### src/rtl/cmp_serial.sv
// cmp_serial: bit-serial magnitude comparator.
// Captures x/y on an accepted start, then scans MSB-first one bit per clock,
// stopping at the first differing bit. Produces the same six relational flags
// as the parallel comparator, with a one-cycle done pulse on completion.
//
// Parameters:
//   WIDTH   operand width in bits (>= 2)
//   SIGNED  0 = unsigned compare, 1 = two's-complement compare
// Ports:
//   clk, rst_n              clock, async active-low reset
//   start                   compare request (sampled only when idle)
//   x, y                    operands, captured on an accepted start
//   busy                    high while a scan is in progress
//   done                    one-cycle completion pulse
//   eq/neq/lt/lte/gt/gte    registered flags for x relative to y
module cmp_serial #(
    parameter int WIDTH  = 8,
    parameter bit SIGNED = 1'b0
) (
    input  logic             clk,
    input  logic             rst_n,
    input  logic             start,
    input  logic [WIDTH-1:0] x,
    input  logic [WIDTH-1:0] y,
    output logic             busy,
    output logic             done,
    output logic             eq,
    output logic             neq,
    output logic             lt,
    output logic             lte,
    output logic             gt,
    output logic             gte
);

    localparam int IW = (WIDTH > 2) ? $clog2(WIDTH) : 1;
    localparam logic [IW-1:0] MSB_IDX = IW'(WIDTH - 1);

    typedef enum logic {IDLE, SCAN} state_t;

    state_t           state;
    logic [WIDTH-1:0] xr, yr;
    logic [IW-1:0]    idx;

    // Current-bit decision. For a signed compare a difference in the sign bit
    // means the operand with the 1 is the smaller one, so the sense flips.
    logic bit_diff;
    logic sign_pos;
    logic x_wins;

    always_comb begin
        bit_diff = xr[idx] ^ yr[idx];
        sign_pos = SIGNED && (idx == MSB_IDX);
        x_wins   = xr[idx] ^ sign_pos;
    end

    always_ff @(posedge clk or negedge rst_n) begin
        if (!rst_n) begin
            state <= IDLE;
            xr    <= '0;
            yr    <= '0;
            idx   <= '0;
            busy  <= 1'b0;
            done  <= 1'b0;
            eq    <= 1'b0;
            neq   <= 1'b0;
            lt    <= 1'b0;
            lte   <= 1'b0;
            gt    <= 1'b0;
            gte   <= 1'b0;
        end else begin
            done <= 1'b0;
            case (state)
                IDLE: begin
                    if (start) begin
                        xr    <= x;
                        yr    <= y;
                        idx   <= MSB_IDX;
                        busy  <= 1'b1;
                        state <= SCAN;
                    end
                end
                SCAN: begin
                    if (bit_diff) begin
                        eq    <= 1'b0;
                        neq   <= 1'b1;
                        gt    <= x_wins;
                        gte   <= x_wins;
                        lt    <= ~x_wins;
                        lte   <= ~x_wins;
                        done  <= 1'b1;
                        busy  <= 1'b0;
                        state <= IDLE;
                    end else if (idx == '0) begin
                        eq    <= 1'b1;
                        neq   <= 1'b0;
                        gt    <= 1'b0;
                        gte   <= 1'b1;
                        lt    <= 1'b0;
                        lte   <= 1'b1;
                        done  <= 1'b1;
                        busy  <= 1'b0;
                        state <= IDLE;
                    end else begin
                        idx <= idx - 1'b1;
                    end
                end
                default: state <= IDLE;
            endcase
        end
    end

endmodule

### config.mk
export PLATFORM = sky130hd
export DESIGN_NAME = cmp_serial
export DESIGN_NICKNAME = d
export VERILOG_FILES = /design/src/rtl/cmp_serial.sv
export SDC_FILE = /design/constraint.sdc
export NUM_CORES = 1
export LEC_CHECK = 0
export BUFFER_PORTS_ARGS = -buffer_cell sky130_fd_sc_hd__buf_2
export CAP_MARGIN = 20
export CORE_UTILIZATION = 30
export DETAILED_ROUTE_END_ITERATION = 7
export GPL_TIMING_DRIVEN = 0
export MAX_ROUTING_LAYER = met4
export SKIP_CTS_REPAIR_TIMING = 1
export SYNTH_ARGS = -nofsm -noshare
export SYNTH_HDL_FRONTEND = slang
export SYNTH_SLANG_ARGS = --single-unit
### constraint.sdc
create_clock -name clk -period 2.1 [get_ports clk]
set_input_delay 0.21 -clock clk [delete_from_list [all_inputs] [get_ports clk]]
set_output_delay 0.21 -clock clk [all_outputs]
set_load 0.005 [all_outputs]
==> summary.md <==
| Metric | Value |
|---|---|
| Largest net degree at the start of global routing | 29 |
| Power per cell area | 1700 nW/um^2 |
| Vias in the first global route | 846 |
| Switching portion of total power | 33.9% |
| Final WS setup | -0.0660 ns |
| Adder-cell share of the synthesized area | 5.70% |
| Reg2Reg Setup Slack | -0.07 ns |
| First-pass detailed-route iteration total | 2 |
| Largest family of logic cells by synthesized area | multiplexers |
| Gpl congestion | 0.754 |
| Remaining DRCs | 0 |
| P_leak | 0.782 nW |
| Status | complete, but fails checks |
| CTS max path bufs | 2 |
| Register area | 701 um^2 |
| Unrepaired setup endpoints after global routing | true |
| Hold EP | xr[1] |
| Worst setup EP type | flip-flop |
| Synth Area in Compound Gates | 4.08% |
| Post-synth top area cell | dfrtp_1 |
| Yosys warnings | 0 |
| Final setup vio count | 4 |
| Psw | 0.000955 W |
| Slew Viols, Final | 0 |
| Fmax | 462 MHz |
| Via density | 4.52 |
| I/O Buffers | 26 |
| Int Power | 0.00186 W |
| Dominant cells by area after synthesis | dfrtp_1 (53%), mux2_2 (9.4%), mux4_2 (6.8%), mux2_1 (6.0%), ha_1 (5.7%) |
| CTS HTree Levels | 1 |
| Setup TNS | -0.164 ns |
| Die H | 68.3 um |
| Final WL | 2.29 mm |
| Failing checks | setup timing |
| FF+latch count, synth | 28 |
| Initial DRC count | 43 |
| R2R cell count | 7 |
| Critical path class | flip-flop to flip-flop |
| Register area share after synthesis | 53.2% |
| XOR/XNOR Fraction of Synth Area | 0% |
| Clock Sinks | 28 |
| FF-to-FF End | lt |
| Slowest Stage Delay on Critical Path | 0.53 ns |
| Post-synthesis mux area share | 26.0% |
| Worst path cell trace | buf_6 -> mux4_2 -> mux2i_4 -> inv_2 -> ha_4 -> a21boi_4 -> mux2_4 |
| Dpl cell area | 1540 um^2 |
| Synthesis-to-layout area growth | 26.2% |
| # fillers | 395 |
| Synth unique cells | 23 |
| Via count | 809 |
| Detailed placer's ending HPWL | 1.69 mm |
| Syn Nets | 118 |
| Synth Area per Inst | 14.2 um^2 |
| Tightest Pin Transition | 0.622 ns |
| Clk Latency, worst-skew pair | 0.27 ns |
| # diodes | 0 |
| Total grt overflow | 0 |
| Layout Nets | 155 |
| Placed Instances | 169 |
| DRT antenna net count | 0 |
| Cts bufs inserted | 3 |
| Multi-input gate area | 617 um^2 |
| Hold Crit Class | input port to flip-flop |
| Layout cells sized above 1 | 46.5% |
| Final clock skew | 0.00787 ns |
| Core ar. | 4120 um^2 |
| FP Rows | 23 |
| Antenna violations before repair | 0 |
| Endpoints failing hold | 0 |
| Cells after Synth | 93 |
| Initial Util | 32.0% |
| CTS tree | done |
| Avg WL per Cell | 12.8 um |
| CP max-delay cell | mux4_2 |
| Hold Slack | 0.149 ns |
| Reg-to-reg critical path startpoint | idx[0] |
| Die ar. | 4660 um^2 |
| Reg power frac | 33.8% |
| Final Util | 40.4% |
| Synthesized area | 1320 um^2 |
| Worst Path Arrival | 2.33 ns |
| Combinational share of power | 54.5% |
| Tot GR Track Use | 11.9% |
| Biggest regs | xr (8), yr (8), idx (3) |
| Max VDD drop | 0.639 mV |
| Fraction of the mapped netlist area in simple logic gates | 7.22% |
| Rel. slew slack | 58.5% |
| IO Count | 27 |
| Die width | 68.3 um |
| MaxCap Viol Count | 0 |
| CP Data Required Time | 2.27 ns |
| Final Cell Area | 1660 um^2 |
| Hold-critical path depth | 2 |
| First-pass GRT wire length | 3.94 mm |
| Non-Filler Instances | 179 |
| Period utilisation layout | 103% |
| Top cell type's share of synthesized area | 53.2% |
| Worst Hold Launch | x[1] |
| Share of total power in the clock network | 11.8% |
| Worst-path clk slew | 0.10 ns |
| Startpoint Class | flip-flop |
| Crit path max fanout | 6 |
| Post-layout min period | 2.17 ns |
| CTS Root Cell | clkbuf_8 |
## logic make-up after synthesis
logic type | after synthesis
adders and majority gates | 6
AOI/OAI and AO/OA | 6
buffers and inverters | 9
muxes | 27
DFF | 28
and+or+nand+nor | 17
## cell usage after synthesis, drive strengths merged
master	count
nor3	1
inv	6
nand2b	2
ha	6
nor2	5
a2bb2oi	1
nand3	1
or3b	1
dfrtp	28
a21oi	1
mux2i	5
buf	3
nand3b	1
mux4	4
nor2b	3
mux2	18
a21boi	1
nand2	3
a21o	2
a31oi	1
## layout by cell type, fill, tap and decap left out
cell type      instances
dfrtp_1               28
buf_2                 27
mux2_2                 9
mux2_1                 7
inv_1                  5
nor2_1                 5
ha_1                   5
buf_4                  5
mux4_2                 4
clkbuf_8               4
nor2b_1                3
nand2_1                3
mux2i_1                3
buf_6                  2
mux2i_4                2
a21o_1                 2
mux2_4                 2
inv_2                  1
nand2b_4               1
a21boi_4               1
nand3_2                1
nand2b_1               1
a21oi_1                1
or3b_1                 1
a2bb2oi_1              1
nand3b_1               1
nor3_1                 1
a31oi_1                1
ha_4                   1
dlygate4sd3_1          1
## worst max path at each step
stage                     cells after the start  slack (ns)    from  end
after floorplan                               7       -0.08  idx[0]   gt
after global placement                        7       -0.22  idx[0]   lt
after detailed placement                      7       -0.25  idx[0]   lt
after CTS                                     7       -0.25  idx[0]   lt
after global routing                          7       -0.16  idx[0]   lt
final                                         7       -0.07  idx[0]   lt
## stage by stage
step                setup WS (ns)  total power (W)
floorplan                 -0.0808          0.00200
global placement           -0.223          0.00223
detailed placement         -0.253          0.00229
CTS                        -0.251          0.00262
global route               -0.155          0.00308
finish                    -0.0660          0.00282
## area by class of cell
| type | count | area share (%) |
|---|---|---|
| Tap cell | 50 | 3.76 |
| Timing Repair Buffer | 32 | 10.7 |
| Buffer | 3 | 1.66 |
| Inverter | 6 | 1.35 |
| Clock buffer | 4 | 3.31 |
| Multi-Input combinational cell | 56 | 37.1 |
| Sequential cell | 28 | 42.1 |
## power groups by stage
stage,Clock (W),Sequential [W],Combinational (W)
2_1_floorplan,0,0.000919,0.00108
3_3_place_gp,0,0.000945,0.00128
3_5_place_dp,0,0.000963,0.00133
4_1_cts,0.000342,0.000950,0.00133
5_1_grt,0.000364,0.000994,0.00172
6_report,0.000332,0.000952,0.00154
## critical path, delay by kind of cell (launching register included)
family | cells | cell delay (ns)
buffers and inverters | 2 | 0.20
AOI/OAI and AO/OA | 1 | 0.23
DFF | 1 | 0.35
muxes | 3 | 1.04
adders and majority gates | 1 | 0.24
## per-layer routing
metal / track usage [%] / part of all wire [%]
met1: 14.3 / 42
met2: 19.6 / 51
met3: 3.67 / 5.2
met4: 2.34 / 0.83
met5: - / 0
Power figures use the tool's default switching activity.
